--- src/rtl/wb_pwm_pkg.sv ---
// wb_pwm shared definitions: register map, bit positions, reset values.
// Optional IRQ support is enabled with `define WB_PWM_IRQ_EN.
package wb_pwm_pkg;

  typedef enum logic [2:0] {
    REG_CTRL   = 3'd0,
    REG_PERIOD = 3'd1,
    REG_DUTY0  = 3'd2,
    REG_DUTY1  = 3'd3,
    REG_DUTY2  = 3'd4,
    REG_DUTY3  = 3'd5,
    REG_STATUS = 3'd6,
    REG_NONE   = 3'd7
  } reg_e;

  localparam int CTRL_EN     = 0;
  localparam int CTRL_POL    = 1;
  localparam int CTRL_IE     = 2;
  localparam int CTRL_PSC    = 8;
  localparam int STATUS_WRAP = 16;

  localparam logic [7:0]  RST_PSC = 8'd0;
  localparam logic [31:0] RST_RDT = 32'd0;

  function automatic logic [31:0] lane_merge(
    input logic [31:0] old,
    input logic [31:0] dat,
    input logic [3:0]  sel
  );
    logic [31:0] r;
    for (int i = 0; i < 4; i++)
      r[8*i +: 8] = sel[i] ? dat[8*i +: 8] : old[8*i +: 8];
    return r;
  endfunction

endpackage

--- src/rtl/wb_pwm_if.sv ---
// wb_pwm single-beat wishbone bus bundle.
// Optional IRQ support is enabled with `define WB_PWM_IRQ_EN.
interface wb_pwm_if;
  logic        wb_cyc;
  logic        wb_stb;
  logic        wb_we;
  logic [3:0]  wb_sel;
  logic [7:0]  wb_adr;
  logic [31:0] wb_dat;
  logic [31:0] wb_rdt;
  logic        wb_ack;

  modport master (
    output wb_cyc, wb_stb, wb_we,
    output wb_sel, wb_adr, wb_dat,
    input  wb_rdt, wb_ack
  );

  modport slave (
    input  wb_cyc, wb_stb, wb_we,
    input  wb_sel, wb_adr, wb_dat,
    output wb_rdt, wb_ack
  );
endinterface

--- src/rtl/wb_pwm_chan.sv ---
// wb_pwm channel: duty shadow/active pair, compare and output flop.
// Optional IRQ support is enabled with `define WB_PWM_IRQ_EN.
module wb_pwm_chan
  import wb_pwm_pkg::*;
#(
  parameter int CW = 16
) (
  input  logic          clk,
  input  logic          rst,
  input  logic          wr,
  input  logic [31:0]   dat,
  input  logic [3:0]    sel,
  input  logic          load,
  input  logic          en,
  input  logic          pol,
  input  logic [CW-1:0] cnt,
  output logic [CW-1:0] shadow,
  output logic          q
);

  logic [CW-1:0] duty;
  logic [31:0]   merged;
  logic          unused_hi;

  assign merged    = lane_merge(32'(shadow), dat, sel);
  assign unused_hi = ^merged[31:CW];

  always_ff @(posedge clk) begin
    if (rst) begin
      shadow <= '0;
      duty   <= '0;
      q      <= 1'b0;
    end else begin
      if (wr)
        shadow <= merged[CW-1:0];
      if (load)
        duty <= shadow;
      q <= en ? ((cnt < duty) ^ pol) : pol;
    end
  end

endmodule

--- src/rtl/wb_pwm.sv ---
// wb_pwm: four-channel wishbone PWM with shared prescaler/counter.
// Optional IRQ output and CTRL.IE exist only with `define WB_PWM_IRQ_EN.
module wb_pwm
  import wb_pwm_pkg::*;
#(
  parameter int CW = 16
) (
  input  logic       wb_clk,
  input  logic       wb_rst,
  wb_pwm_if.slave    bus,
  output logic [3:0] pwm_q
`ifdef WB_PWM_IRQ_EN
  ,
  output logic       irq
`endif
);

  reg_e          idx;
  logic          acc;
  logic          wr;
  logic          en;
  logic          pol;
  logic          ie;
  logic [7:0]    psc_max;
  logic [7:0]    psc;
  logic [CW-1:0] per_sh;
  logic [CW-1:0] per;
  logic [CW-1:0] cnt;
  logic          wrap_f;
  logic          tick;
  logic          wrap;
  logic          load;
  logic          en_rise;
  logic [31:0]   ctrl_w;
  logic [31:0]   ctrl_m;
  logic [31:0]   per_m;
  logic [31:0]   rd;
  logic [CW-1:0] duty_sh [4];
  logic          unused_bits;

  assign idx    = reg_e'(bus.wb_adr[4:2]);
  assign acc    = bus.wb_cyc & bus.wb_stb & ~bus.wb_ack;
  assign wr     = acc & bus.wb_we;
  assign ctrl_w = {16'd0, psc_max, 5'd0, ie, pol, en};
  assign ctrl_m = lane_merge(ctrl_w, bus.wb_dat, bus.wb_sel);
  assign per_m  = lane_merge(32'(per_sh), bus.wb_dat, bus.wb_sel);

  assign en_rise = wr & (idx == REG_CTRL) & ctrl_m[CTRL_EN] & ~en;
  assign tick    = en & (psc == psc_max);
  assign wrap    = tick & (cnt == per);
  assign load    = wrap | en_rise;

  assign unused_bits = ^{bus.wb_adr[7:5], bus.wb_adr[1:0],
                         ctrl_m[31:16], ctrl_m[7:2], per_m[31:CW]};

`ifdef WB_PWM_IRQ_EN
  assign irq = wrap_f & ie;

  always_ff @(posedge wb_clk) begin
    if (wb_rst)
      ie <= 1'b0;
    else if (wr && idx == REG_CTRL)
      ie <= ctrl_m[CTRL_IE];
  end
`else
  assign ie = 1'b0;
`endif

  always_comb begin
    rd = '0;
    case (idx)
      REG_CTRL:   rd = ctrl_w;
      REG_PERIOD: rd = 32'(per_sh);
      REG_DUTY0:  rd = 32'(duty_sh[0]);
      REG_DUTY1:  rd = 32'(duty_sh[1]);
      REG_DUTY2:  rd = 32'(duty_sh[2]);
      REG_DUTY3:  rd = 32'(duty_sh[3]);
      REG_STATUS: rd = {15'd0, wrap_f, 16'(cnt)};
      default:    rd = '0;
    endcase
  end

  always_ff @(posedge wb_clk) begin
    if (wb_rst) begin
      bus.wb_ack <= 1'b0;
      bus.wb_rdt <= RST_RDT;
      en         <= 1'b0;
      pol        <= 1'b0;
      psc_max    <= RST_PSC;
      per_sh     <= '0;
      per        <= '0;
      psc        <= RST_PSC;
      cnt        <= '0;
      wrap_f     <= 1'b0;
    end else begin
      bus.wb_ack <= acc;
      if (acc)
        bus.wb_rdt <= rd;
      if (wr && idx == REG_CTRL) begin
        en      <= ctrl_m[CTRL_EN];
        pol     <= ctrl_m[CTRL_POL];
        psc_max <= ctrl_m[CTRL_PSC +: 8];
      end
      if (wr && idx == REG_PERIOD)
        per_sh <= per_m[CW-1:0];
      if (load)
        per <= per_sh;
      if (!en) begin
        psc <= '0;
        cnt <= '0;
      end else if (tick) begin
        psc <= '0;
        cnt <= wrap ? '0 : cnt + CW'(1);
      end else begin
        psc <= psc + 8'd1;
      end
      // a wrap in the same cycle as the W1C keeps the flag set
      if (wrap)
        wrap_f <= 1'b1;
      else if (wr && idx == REG_STATUS && bus.wb_sel[2]
               && bus.wb_dat[STATUS_WRAP])
        wrap_f <= 1'b0;
    end
  end

  for (genvar i = 0; i < 4; i++) begin : g_ch
    logic dwr;
    assign dwr = wr & (bus.wb_adr[4:2] == 3'(i + 2));

    wb_pwm_chan #(.CW(CW)) u_ch (
      .clk    (wb_clk),
      .rst    (wb_rst),
      .wr     (dwr),
      .dat    (bus.wb_dat),
      .sel    (bus.wb_sel),
      .load   (load),
      .en     (en),
      .pol    (pol),
      .cnt    (cnt),
      .shadow (duty_sh[i]),
      .q      (pwm_q[i])
    );
  end

endmodule

--- src/flat_wrapper.sv ---
// flat-port wrapper written by rule: the top's interface ports become plain ports
module wb_pwm_flat import wb_pwm_pkg::*;
#(
  parameter int CW = 16
)
  (wb_clk, wb_rst, pwm_q, bus_wb_cyc, bus_wb_stb, bus_wb_we, bus_wb_sel, bus_wb_adr, bus_wb_dat, bus_wb_rdt, bus_wb_ack);
  wb_pwm_if bus_i ();
  input  logic wb_clk;
  input  logic wb_rst;
  output logic [3:0] pwm_q;
  input wire logic [$bits(bus_i.wb_cyc)-1:0] bus_wb_cyc;
  input wire logic [$bits(bus_i.wb_stb)-1:0] bus_wb_stb;
  input wire logic [$bits(bus_i.wb_we)-1:0] bus_wb_we;
  input wire logic [$bits(bus_i.wb_sel)-1:0] bus_wb_sel;
  input wire logic [$bits(bus_i.wb_adr)-1:0] bus_wb_adr;
  input wire logic [$bits(bus_i.wb_dat)-1:0] bus_wb_dat;
  output wire logic [$bits(bus_i.wb_rdt)-1:0] bus_wb_rdt;
  output wire logic [$bits(bus_i.wb_ack)-1:0] bus_wb_ack;
  assign bus_i.wb_cyc = bus_wb_cyc;
  assign bus_i.wb_stb = bus_wb_stb;
  assign bus_i.wb_we = bus_wb_we;
  assign bus_i.wb_sel = bus_wb_sel;
  assign bus_i.wb_adr = bus_wb_adr;
  assign bus_i.wb_dat = bus_wb_dat;
  assign bus_wb_rdt = bus_i.wb_rdt;
  assign bus_wb_ack = bus_i.wb_ack;
  wb_pwm #(.CW(CW)) u_core (.wb_clk(wb_clk), .wb_rst(wb_rst), .bus(bus_i), .pwm_q(pwm_q));
endmodule
--- config.mk ---
export PLATFORM = sky130hd
export DESIGN_NAME = wb_pwm_flat
export DESIGN_NICKNAME = d
export VERILOG_FILES = /design/src/rtl/wb_pwm_pkg.sv /design/src/rtl/wb_pwm_if.sv /design/src/rtl/wb_pwm_chan.sv /design/src/rtl/wb_pwm.sv /design/src/flat_wrapper.sv
export SDC_FILE = /design/constraint.sdc
export NUM_CORES = 1
export LEC_CHECK = 0
export ABC_CLOCK_PERIOD_IN_PS = 2200
export BUFFER_PORTS_ARGS = -buffer_cell sky130_fd_sc_hd__buf_2
export CAP_MARGIN = 10
export CORE_UTILIZATION = 55
export CTS_CLUSTER_DIAMETER = 40
export DETAILED_ROUTE_END_ITERATION = 12
export GPL_ROUTABILITY_DRIVEN = 0
export PLACE_DENSITY = 0.85
export RECOVER_POWER = 100
export SETUP_SLACK_MARGIN = 0.5
export SYNTH_ARGS = -nofsm -noshare
export SYNTH_HDL_FRONTEND = slang
export SYNTH_SLANG_ARGS = --single-unit
--- constraint.sdc ---
create_clock -name wb_clk -period 2.2 [get_ports wb_clk]
set_clock_uncertainty 0.05 [all_clocks]
set_input_delay 0.44 -clock wb_clk [delete_from_list [all_inputs] [get_ports wb_clk]]
set_output_delay 0.44 -clock wb_clk [all_outputs]
set_load 0.005 [all_outputs]
# Yosys cells after proc, flatten, opt, wreduce, memory -nomap -nowiden
# Index checks and enable logic that the tools add are counted.
[word_totals]
ramBits = 0
regBits = 232
mem_bits_ro = 0
in_bits = 49
latchBits = 0
memories = 0
[classes]
eq_ne = 8
magnitude_cmp = 4
n_mux = 9
n_div = 0
multipliers = 0
reduce_logical = 21
shifts = 0
n_addsub = 2
n_bitwise = 19
[op_table]
columns = ["cell", "count"]
rows = [
  ["17-bit one-hot mux with 7 select lines", 1],
  ["16-bit less-than comparator", 4],
  ["2-bit AND reduction", 12],
  ["16-bit by 1-bit adder with 16-bit output, second input constant", 1],
  ["16-bit equality test", 1],
  ["16-bit 2-to-1 mux", 1],
  ["1-bit AND", 12],
  ["3-bit equality test, second input constant", 3],
  ["8-bit by 1-bit adder with 8-bit output, second input constant", 1],
  ["8-bit equality test", 1],
  ["1-bit 2-to-1 mux", 7],
  ["3-bit by 2-bit equality test with 1-bit output, second input constant", 2],
  ["1-bit logical AND", 5],
  ["1-bit bitwise XOR", 4],
  ["3-bit by 1-bit equality test with 1-bit output, second input constant", 1],
  ["3-bit zero test", 1],
  ["3-bit OR reduction", 1],
  ["1-bit NOT", 2],
  ["2-bit nonzero test", 1],
  ["2-bit OR reduction", 1],
  ["1-bit bitwise OR", 1],
]

# Logic depth before layout (Yosys ltp)
# Gate-level depths: netlist of run 1.
[depth]
depth_word = 8
mapped_depth = 8
mapped_depth_nobuf = 7

# Hierarchy
# From an unflattened synthesis of run 1, not the netlist that was laid out.
[hier_totals]
cells_unflattened = 1243
hier_area_um2 = 11159.5
[modules_own_cells]
columns = ["mod", "instances", "seq_area_each_um2", "area_per_inst_um2", "cells_each"]
rows = [
  ["wb_pwm", 1, 1701.6, 4923.5, 519],
  ["wb_pwm_chan (u_core.g_ch[0].u_ch ...)", 3, 660.6, 1556.5, 181],
  ["wb_pwm_chan (u_core.g_ch[3].u_ch)", 1, 660.6, 1566.5, 181],
]

# Worst setup path after synthesis of run 1
# No wires, ideal clock.
[synth_path]
path_type = "input port to flip-flop"
start = "input bus_wb_adr[3]"
end = "register u_core.g_ch[0].u_ch.duty[0]"
required_time_ns = 2.024
path_stages = 8
t_arrival_ns = 1.789
setup_time_ns = 0.126
slack_ns = 0.235
path_cell_list = "buf_2 > nor2b_1 > nand3_1 > nor3_2 > a32oi_1 > clkbuf_1 > buf_2 > mux2i_1"
[synth_via]
elab_chain_len = 5
[synth_lines]
columns = ["item", "line_no", "rtl"]
rows = [
  ["from (decl)", "flat_wrapper.sv:15", "input wire logic [$bits(bus_i.wb_adr)-1:0] bus_wb_adr;"],
  ["3-bit zero test", "wb_pwm.sv:48", "assign en_rise = wr & (idx == REG_CTRL) & ctrl_m[CTRL_EN] & ~en;"],
  ["1-bit AND (3 in a row)", "wb_pwm.sv:48", ""],
  ["1-bit bitwise OR", "wb_pwm.sv:51", "assign load = wrap | en_rise;"],
  ["to (signal assigned)", "wb_pwm_chan.sv:37", "duty <= shadow;"],
  ["to (decl)", "wb_pwm_chan.sv:21", "logic [CW-1:0] duty;"],
]
# No other way between the ends.
# A chain may end at the register's enable or synchronous reset.

# Final worst setup path of run 1
[layout_path]
start = "register u_core.cnt[14]"
end = "register u_core.g_ch[0].u_ch.duty[9]"
[layout_via]
elab_chain_len = 3
[layout_lines]
columns = ["item", "line_no", "rtl"]
rows = [
  ["from (decl)", "wb_pwm.sv:28", "logic [CW-1:0] cnt;"],
  ["from (signal assigned)", "wb_pwm.sv:113", "cnt <= wrap ? '0 : cnt + CW'(1);"],
  ["16-bit equality test", "wb_pwm.sv:50", "assign wrap = tick & (cnt == per);"],
  ["1-bit AND", "wb_pwm.sv:50", ""],
  ["1-bit bitwise OR", "wb_pwm.sv:51", ""],
]
# No other way between the ends.

==> results of run 1 <==
power by group through the flow:
stage | clock network [mW] | logic (mW) | registers [mW]
detailed placement | 0 | 0.359 | 4.03
floorplan | 0 | 0.254 | 4.03
global placement | 0 | 0.354 | 4.03
finish | 5.04 | 0.392 | 3.93
CTS | 4.99 | 0.373 | 3.94
global route | 5.18 | 0.404 | 3.93
registers in the layout, indices dropped and copies added (netlist names):
signal,flops
u_core.cnt,16
u_core.g_ch.u_ch.shadow,64
u_core.psc_max,8
u_core.pol,1
u_core.en,1
u_core.bus.wb_rdt,17
u_core.wrap_f,1
u_core.psc,8
u_core.bus.wb_ack,1
u_core.per_sh,16
u_core.g_ch.u_ch.q,4
u_core.per,16
u_core.g_ch.u_ch.duty,64
worst reg2reg max path, stage by stage, from the launching register on:
cell	delay, ns
dfxtp_4	0.37
buf_12	0.14
xnor2_1	0.59
nand4_1	0.26
nor4_2	0.22
buf_4	0.19
a32oi_4	0.10
buf_6	0.23
buf_16	0.17
mux2i_1	0.25
per-layer routing:
layer / share of wire, % / wire, um
met1: 36 / 14600
met2: 44 / 18000
met3: 12 / 4770
met4: 8.4 / 3430
met5: 0 / 0
stage by stage:
stage               power, mW  setup TNS (ns)  hold slack, ns
floorplan                4.28               0           0.380
global placement         4.39         -0.0555           0.388
detailed placement       4.39       -0.000183           0.393
CTS                      9.29               0           0.133
global route             9.52          -30.43           0.184
finish                   9.37          -32.44           0.156
kinds of logic after synthesis:
kind of cell | after synthesis | synth area share (%)
AOI/OAI and AO/OA | 142 | 8.37
muxes | 208 | 19.0
buffers and inverters | 151 | 5.82
DFF | 217 | 38.0
other | 1 | 0.0328
xor gates and xnor gates | 31 | 2.37
adders and majority gates | 62 | 6.78
and+or+nand+nor | 417 | 19.7
what timing repair did:
| item | 4_1_cts | 5_1_grt |
|---|---|---|
| endpoints found under the setup margin | 132 | 170 |
| pin swaps | 25 | 29 |
| hold endpoints to repair | 0 | 0 |
| gates resized for setup | 108 | 46 |
| buffers inserted | 19 | 15 |
| cloned | 8 | 6 |
area by class of cell:
type	instances	area, sq um	area share (%)
Timing Repair Buffer	142	1320	9.18
Clock buffer	34	807	5.59
Sequential cell	217	4410	30.6
Tap cell	270	338	2.34
Inverter	70	263	1.82
Clock inverter	21	231	1.60
Multi-Input combinational cell	875	7060	48.9
Yosys cell counts, types with 9 or more instances:
cell / count / share of area [%]
ha_1: 62 / 6.8
buf_2: 13 / 0.57
buf_4: 20 / 1.3
nand2_1: 37 / 1.2
nand4_1: 19 / 1.0
inv_1: 69 / 2.3
o21ai_0: 18 / 0.79
nand2b_1: 166 / 9.1
a21oi_1: 35 / 1.5
xnor2_1: 27 / 2.1
dfxtp_1: 217 / 38
a21boi_0: 9 / 0.59
a22oi_1: 20 / 1.3
and3_1: 10 / 0.55
clkbuf_1: 41 / 1.3
mux2_2: 16 / 1.6
mux2i_1: 186 / 16
nand3_1: 14 / 0.61
nor2_1: 121 / 4.0
worst min path at each step:
stage / slack, ns / end / from
2_1_floorplan: 0.38 / u_core.psc[0] / u_core.psc[0]
3_3_place_gp: 0.39 / u_core.bus.wb_rdt[16] / u_core.bus.wb_rdt[16]
3_5_place_dp: 0.39 / u_core.bus.wb_rdt[9] / u_core.bus.wb_rdt[9]
4_1_cts: 0.13 / u_core.g_ch[1].u_ch.shadow[2] / bus_wb_dat[2]
5_1_grt: 0.18 / u_core.g_ch[3].u_ch.shadow[12] / bus_wb_dat[12]
6_report: 0.16 / u_core.per_sh[7] / bus_wb_dat[7]
==> flow_metrics.py, run 1 <==
metrics = {
    "run_status": {
        "status": "complete, but fails checks",
        "violations": "negative setup slack",
    },
    "setup_path": {
        "max_stage_delay_ns": 0.59,
        "reg2regPathDepth": 9,
        "crit_family": "buffers and inverters",
        "r2r_start": "u_core.cnt[14]",
        "cp_max_fo": 10,
        "rrSetupSlack_ns": -0.47,
        "startpoint": "u_core.cnt[14]",
        "crit_arrival_ns": 3.07,
        "critPathRequiredTime_ns": 2.60,
        "end_kind": "flip-flop",
        "path_buf_inv": 4,
        "r2r-end": "u_core.g_ch[0].u_ch.duty[9]",
        "start_kind": "flip-flop",
        "crit_path_end": "u_core.g_ch[0].u_ch.duty[9]",
        "worst_path_max_delay_cell": "xnor2_1",
        "cp_num_cells": 9,
        "critical_path_class": "reg -> reg",
        "worstPathCellList": "buf_12 -> xnor2_1 -> nand4_1 -> nor4_2 -> buf_4 -> a32oi_4 -> buf_6 -> buf_16 -> mux2i_1",
    },
    "grt": {
        "grt_pass1_vias": 10033,
        "met1_usage_pct": 42.2,
        "grt_busiest_layer": "met2",
        "grt_util_met3_pct": 8.38,
        "grt_overflow": 0,
        "grt_usage_pct": 34.0,
        "grt_max_degree": 95,
        "antenna_found_initial": 1,
        "met2_usage_pct": 53.7,
        "grt_pass1_wl_um": 56600,
    },
    "detailed_routing": {
        "vias": 10479,
        "drt_wl_total_um": 40800,
        "vias_per_cell": 6.43,
        "firstDrtPassIters": 6,
        "wire_per_inst_um": 25.1,
        "drt_iter0_drc": 1379,
        "drc": 0,
        "drtAntennaViolNets": 0,
    },
    "pwr": {
        "p_leak_nw": 5.99,
        "power_density_nw_per_um2": 649,
        "clockPowerShare_pct": 53.8,
        "power_frac_comb_pct": 4.2,
        "p_int_mw": 7.10,
        "irDropWorstVdd_mv": 0.673,
        "switching_share_pct": 24.2,
        "switchingPower_mw": 2.27,
        "p_seq_share_pct": 42.0,
    },
    "final_layout": {
        "instances_no_fill": 1629,
        "layout_common_cells": "187 x dfxtp_1, 182 x mux2i_1, 166 x nand2b_1",
        "layout-drive-gt1-share_pct": 23.5,
        "n_antenna_cell": 0,
        "final_nets": 1447,
        "finalInstanceArea_sq_um": 14400,
        "layout_commonest_cell": "dfxtp_1",
        "fill_cells": 1229,
        "areaGrowthSynthToFinish_pct": 26.0,
        "fin_util_pct": 71.1,
    },
    "floorplan": {
        "dieArea_sq_um": 21400,
        "rows": 52,
        "die_w_um": 146,
        "die_h_um": 146,
        "core_area_sq_um": 20300,
        "io_pins": 86,
        "start_util_pct": 56.4,
    },
    "logic_synthesis": {
        "synth_area_sq_um": 11400,
        "synthFlopType": "dfxtp_1",
        "ys_seq_area_share_pct": 38.0,
        "syn_inst": 1229,
        "yosysWarnings": 0,
        "synth.distinct_cells": 63,
        "synth-edff-count": 0,
        "synthArstFlopShare_pct": 0,
        "syn_avg_cell_area_sq_um": 9.31,
        "ys_ff_latch": 217,
    },
    "clocking": {
        "clkTransAtPathRegs_ns": 0.06,
        "cts_buffer_depth": 3,
        "cts.hold.buffers_added": 0,
        "cts_buffers": 30,
        "clkLatencyLatePin_ns": 0.57,
        "root_buffer": "clkbuf_16",
        "htree_num_levels": 1,
        "clock_sinks": 217,
        "cts_tree": "yes",
    },
    "placed_design": {
        "port_buffers": 49,
        "placed_area_sq_um": 12200,
        "dpl.hpwl_um": 21800,
        "dp_cells": 1526,
        "dp_slack_ns": -0.000183,
    },
    "sta": {
        "max_freq_mhz": 375,
        "worst_slack_ns": -0.470,
        "finalMaxSlewViolations": 0,
        "max-slew-margin-rel_pct": 43.9,
        "tightestPinTransition_ns": 0.841,
        "rsz0062_at_grt": "yes",
        "final_hold_viol_count": 0,
        "setup-violations-final": 97,
        "fin_crit_ns": 2.67,
        "period_share_pct": 121,
    },
    "hold_path": {
        "whs_path_depth": 3,
        "holdCritPathClass": "in -> reg",
    },
    "job": {
        "drv_cap": 0,
    },
}
No activity file was read; power rests on OpenSTA's default activity.
==> run 2, diff against run 1 <==
--- a/config.mk
+++ b/config.mk
@@ -14,7 +14,7 @@
 export GPL_ROUTABILITY_DRIVEN = 0
 export PLACE_DENSITY = 0.85
 export RECOVER_POWER = 100
-export SETUP_SLACK_MARGIN = 0.5
+export SETUP_SLACK_MARGIN = 0.15
 export SYNTH_ARGS = -nofsm -noshare
 export SYNTH_HDL_FRONTEND = slang
 export SYNTH_SLANG_ARGS = --single-unit
==> flow_metrics.py, run 2 (same netlist as run 1, synthesis figures left out) <==
metrics = {
    "setup_path": {
        "critPathRequiredTime_ns": 2.63,
        "crit_arrival_ns": 2.98,
        "end_kind": "flip-flop",
        "rrSetupSlack_ns": -0.35,
        "critical_path_class": "reg -> reg",
        "cp_max_fo": 10,
        "start_kind": "flip-flop",
    },
    "sta": {
        "timing.hold.ws_ns": 0.146,
        "worst_slack_ns": -0.351,
        "max_freq_mhz": 392,
        "fin_crit_ns": 2.55,
        "tns_ns": -23.13,
        "max-slew-margin-rel_pct": 41.8,
        "setup-violations-final": 96,
        "period_share_pct": 116,
        "finalMaxSlewViolations": 0,
        "final_hold_viol_count": 0,
        "tightestPinTransition_ns": 0.873,
        "rsz0062_at_grt": "yes",
    },
    "final_layout": {
        "layout-drive-gt1-share_pct": 19.9,
        "ff_latch_area_sq_um": 4400,
        "multi_input_area_sq_um": 6660,
        "layout_common_cells": "193 x dfxtp_1, 184 x mux2i_1, 166 x nand2b_1",
        "final_nets": 1437,
        "layout_commonest_cell": "dfxtp_1",
        "largest_registers": "u_core.g_ch.u_ch.duty: 64 flops, u_core.g_ch.u_ch.shadow: 64 flops, u_core.bus.wb_rdt: 17 flops",
        "areaGrowthSynthToFinish_pct": 21.3,
        "instances_no_fill": 1621,
        "fill_cells": 1336,
    },
    "detailed_routing": {
        "vias_per_cell": 6.14,
        "firstDrtPassIters": 6,
        "drt_iter0_drc": 998,
        "drtAntennaViolNets": 0,
        "wire_per_inst_um": 22.1,
        "drt_wl_total_um": 35900,
        "vias": 9956,
        "drc": 0,
    },
    "run_status": {
        "violations": "negative setup slack",
        "status": "complete, but fails checks",
    },
    "placed_design": {
        "port_buffers": 49,
        "dp_cells": 1549,
        "dpl.hpwl_um": 22100,
    },
    "floorplan": {
        "core_area_sq_um": 20300,
        "rows": 52,
        "io_pins": 86,
        "die_h_um": 146,
        "start_util_pct": 56.4,
        "die_w_um": 146,
        "dieArea_sq_um": 21400,
    },
    "pwr": {
        "power_density_nw_per_um2": 694,
        "p_leak_nw": 5.86,
        "irDropWorstVdd_mv": 0.941,
    },
    "clocking": {
        "cts_buffer_depth": 3,
        "cts_tree": "yes",
        "clkLatencyLatePin_ns": 0.58,
        "htree_num_levels": 1,
        "clkTransAtPathRegs_ns": 0.06,
        "cts_buffers": 31,
        "root_buffer": "clkbuf_16",
        "clock_sinks": 217,
        "cts.hold.buffers_added": 0,
    },
    "grt": {
        "grt_pass1_wl_um": 52100,
        "grt_pass1_vias": 9627,
        "antenna_found_initial": 0,
        "grt_usage_pct": 30.9,
        "grt_max_degree": 92,
        "grt_overflow": 0,
    },
    "job": {
        "drv_cap": 0,
    },
    "hold_path": {
        "holdCritPathClass": "in -> reg",
    },
}
run 2: worst max-delay path, stage by stage (launching register included):
cell and delay [ns]:
dfxtp_2 0.47, xnor2_1 0.19, nand4_1 0.24, nor4_2 0.57
buf_4 0.25, a32oi_4 0.06, buf_12 0.19, buf_16 0.16
mux2i_2 0.24
run 2: per-layer routing:
| layer | part of all wire [%] | GRT usage, % |
|---|---|---|
| met5 | 0 | 0 |
| met4 | 6.4 | 17.1 |
| met1 | 38 | 38.6 |
| met2 | 46 | 50.3 |
| met3 | 8.9 | 5.63 |
run 2: final cells by class:
cell class                 count  area share [%]
timing repair buffer         131            8.02
inverter                      70            1.89
sequential                   217            31.7
antenna                        1          0.0180
clock inverter                23            2.20
tap                          270            2.43
multi-input combinational    875            48.0
clock buffer                  34            5.81
run 2: worst paths after layout:
check / cells after the start / from / to
hold reg to reg: 2 / u_core.bus.wb_rdt[3] / u_core.bus.wb_rdt[3]
setup reg to reg: 8 / u_core.cnt[1] / u_core.g_ch[0].u_ch.duty[10]
hold / removal: 3 / wb_rst / u_core.per[9]
setup / recovery: 8 / u_core.cnt[1] / u_core.g_ch[0].u_ch.duty[10]
run 2: power by group:
group	internal (mW)	leakage, nW	switching, mW	total (mW)
sequential	3.93	1.76	0.00921	3.94
combinational	0.155	3.56	0.239	0.393
clock	3.28	0.535	2.03	5.31
total	7.36	5.86	2.28	9.64
run 2: timing repair:
action	CTS	global route
cloned	1	4
gates resized for setup	21	48
pin swaps	2	8
endpoints found under the setup margin	100	93
buffers inserted	2	7
run 2: through the flow:
step                worst slack, ns  util [%]  area (sq um)  power (mW)
finish                       -0.351      68.4         13900        9.64
global route                 -0.299      68.4         13900        9.83
CTS                          0.0970      66.9         13600        9.62
detailed placement          -0.0684      61.0         12400        4.40
global placement            -0.0163      61.0         12400        4.40
floorplan                     0.235         -         11500        4.26
==> run 3, diff against run 2 <==
--- a/config.mk
+++ b/config.mk
@@ -9,6 +9,7 @@
 export BUFFER_PORTS_ARGS = -buffer_cell sky130_fd_sc_hd__buf_2
 export CAP_MARGIN = 10
 export CORE_UTILIZATION = 55
+export CTS_BUF_LIST = sky130_fd_sc_hd__clkbuf_8 sky130_fd_sc_hd__clkbuf_16
 export CTS_CLUSTER_DIAMETER = 40
 export DETAILED_ROUTE_END_ITERATION = 12
 export GPL_ROUTABILITY_DRIVEN = 0
==> flow_metrics.py, run 3 (same netlist as run 1, synthesis figures left out) <==
metrics = {
    "run_status": {
        "status": "complete, but fails checks",
        "violations": "negative setup slack",
    },
    "hold_path": {
        "whs_path_depth": 3,
        "holdCritPathClass": "in -> reg",
    },
    "grt": {
        "grt_usage_pct": 30.9,
        "met2_usage_pct": 50.3,
        "grt_util_met3_pct": 5.63,
        "antenna_found_initial": 0,
        "grt_busiest_layer": "met2",
        "grt_pass1_vias": 9627,
        "met1_usage_pct": 38.6,
        "grt_max_degree": 92,
        "grt_overflow": 0,
        "grt_pass1_wl_um": 52100,
    },
    "floorplan": {
        "core_area_sq_um": 20300,
        "die_h_um": 146,
        "io_pins": 86,
        "start_util_pct": 56.4,
        "die_w_um": 146,
        "dieArea_sq_um": 21400,
        "rows": 52,
    },
    "clocking": {
        "cts_tree": "yes",
        "clkTransAtPathRegs_ns": 0.06,
        "cts_buffers": 31,
        "root_buffer": "clkbuf_16",
        "cts_buffer_depth": 3,
        "clkLatencyLatePin_ns": 0.58,
        "htree_num_levels": 1,
        "clock_sinks": 217,
    },
    "placed_design": {
        "dpl.hpwl_um": 22100,
        "placed_area_sq_um": 12400,
        "port_buffers": 49,
    },
    "setup_path": {
        "rrSetupSlack_ns": -0.34,
        "critPathRequiredTime_ns": 2.63,
        "max_stage_delay_ns": 0.56,
        "reg2regPathDepth": 8,
        "cp_max_fo": 11,
        "worst_path_max_delay_cell": "nor4_2",
        "worstPathCellList": "xnor2_1 -> nand4_1 -> nor4_2 -> buf_4 -> a32oi_4 -> buf_12 -> buf_16 -> mux2i_2",
        "r2r_start": "u_core.cnt[10]",
        "crit_path_end": "u_core.g_ch[0].u_ch.duty[10]",
        "crit_arrival_ns": 2.97,
        "r2r-end": "u_core.g_ch[0].u_ch.duty[10]",
        "start_kind": "flip-flop",
        "critical_path_class": "reg -> reg",
        "startpoint": "u_core.cnt[10]",
        "end_kind": "flip-flop",
    },
    "detailed_routing": {
        "drc": 0,
        "drtAntennaViolNets": 0,
        "firstDrtPassIters": 5,
        "wire_per_inst_um": 22.1,
        "vias": 9981,
        "drt_iter0_drc": 1004,
        "vias_per_cell": 6.16,
        "drt_wl_total_um": 35800,
    },
    "sta": {
        "rsz0062_at_grt": "yes",
        "tightestPinTransition_ns": 0.881,
        "fin_crit_ns": 2.54,
        "setup-violations-final": 96,
        "period_share_pct": 115,
        "max_freq_mhz": 394,
        "max-slew-margin-rel_pct": 41.3,
        "finalMaxSlewViolations": 0,
        "final_hold_viol_count": 0,
        "worst_slack_ns": -0.337,
    },
    "final_layout": {
        "largest_registers": "u_core.g_ch.u_ch.duty: 64 flops, u_core.g_ch.u_ch.shadow: 64 flops, u_core.bus.wb_rdt: 17 flops",
        "layout_commonest_cell": "dfxtp_1",
        "fin_util_pct": 68.4,
        "layout-drive-gt1-share_pct": 19.9,
        "finalInstanceArea_sq_um": 13900,
        "final_nets": 1437,
        "areaGrowthSynthToFinish_pct": 21.3,
        "layout_common_cells": "193 x dfxtp_1, 184 x mux2i_1, 166 x nand2b_1",
    },
    "pwr": {
        "power_density_nw_per_um2": 694,
        "p_leak_nw": 5.86,
        "irDropWorstVdd_mv": 0.940,
    },
    "job": {
        "drv_cap": 0,
    },
}
==> run 3: changes by cell type in the layout (fill, tap and decap cells not counted), sizes merged <==
cell	delta
inv	+1
clkbuf	-1
==> run 3: metrics by stage <==
stage / setup WS (ns) / setup TNS, ns / power, mW / instances / hold slack [ns]
after floorplan: 0.235 / 0 / 4.26 / 1243 / 0.398
after global placement: -0.0163 / -0.154 / 4.40 / 1549 / 0.390
after detailed placement: -0.0684 / -0.892 / 4.40 / 1549 / 0.394
after CTS: 0.0970 / 0 / 9.61 / 1609 / 0.136
after global routing: -0.299 / -20.52 / 9.83 / 1620 / 0.150
final: -0.337 / -22.08 / 9.64 / 1621 / 0.142
==> run 3: critical path: cells and delay by family (launching register included) <==
family                 cells  cell delay [ns]
XOR/XNOR                   1             0.24
buffers and inverters      3             0.60
AND/OR/NAND/NOR            2             0.81
multiplexers               1             0.24
flip-flops                 1             0.40
AO/OA/AOI/OAI              1             0.06
==> run 3: layout make-up <==
| type | count | area [sq um] |
|---|---|---|
| flip-flops and latches | 217 | 4400 |
| inverters | 70 | 263 |
| clock inverters | 24 | 309 |
| well taps | 270 | 338 |
| fillers | 1336 | 6410 |
| diodes | 1 | 2.50 |
| repair buffers | 131 | 1110 |
| clock buffers | 33 | 803 |
| multi-input cells | 875 | 6660 |
==> run 3: worst min-delay path by stage <==
stage,start,to,slack (ns)
floorplan,u_core.bus.wb_rdt[16],u_core.bus.wb_rdt[16],0.40
global placement,u_core.bus.wb_rdt[16],u_core.bus.wb_rdt[16],0.39
detailed placement,u_core.bus.wb_rdt[3],u_core.bus.wb_rdt[3],0.39
CTS,wb_rst,u_core.per[9],0.14
global route,wb_rst,u_core.per[9],0.15
finish,wb_rst,u_core.per[9],0.14
==> run 3: power breakdown <==
| part | leakage (nW) | switching, mW | internal, mW |
|---|---|---|---|
| logic | 3.56 | 0.239 | 0.155 |
| clock network | 0.539 | 2.03 | 3.28 |
| registers | 1.76 | 0.00922 | 3.93 |
==> run 3: repair_timing <==
action	CTS	global route
pin swaps	2	8
setup buffers	2	7
resized for setup	21	48
endpoints found under the setup margin	100	93
hold buffers	0	0
cloned	1	4
==> run 3: layer usage <==
layer	vias up	wire length [um]
li1	4387	-
met1	4763	13700
met2	653	16500
met3	178	3230
met4	0	2350
met5	-	0
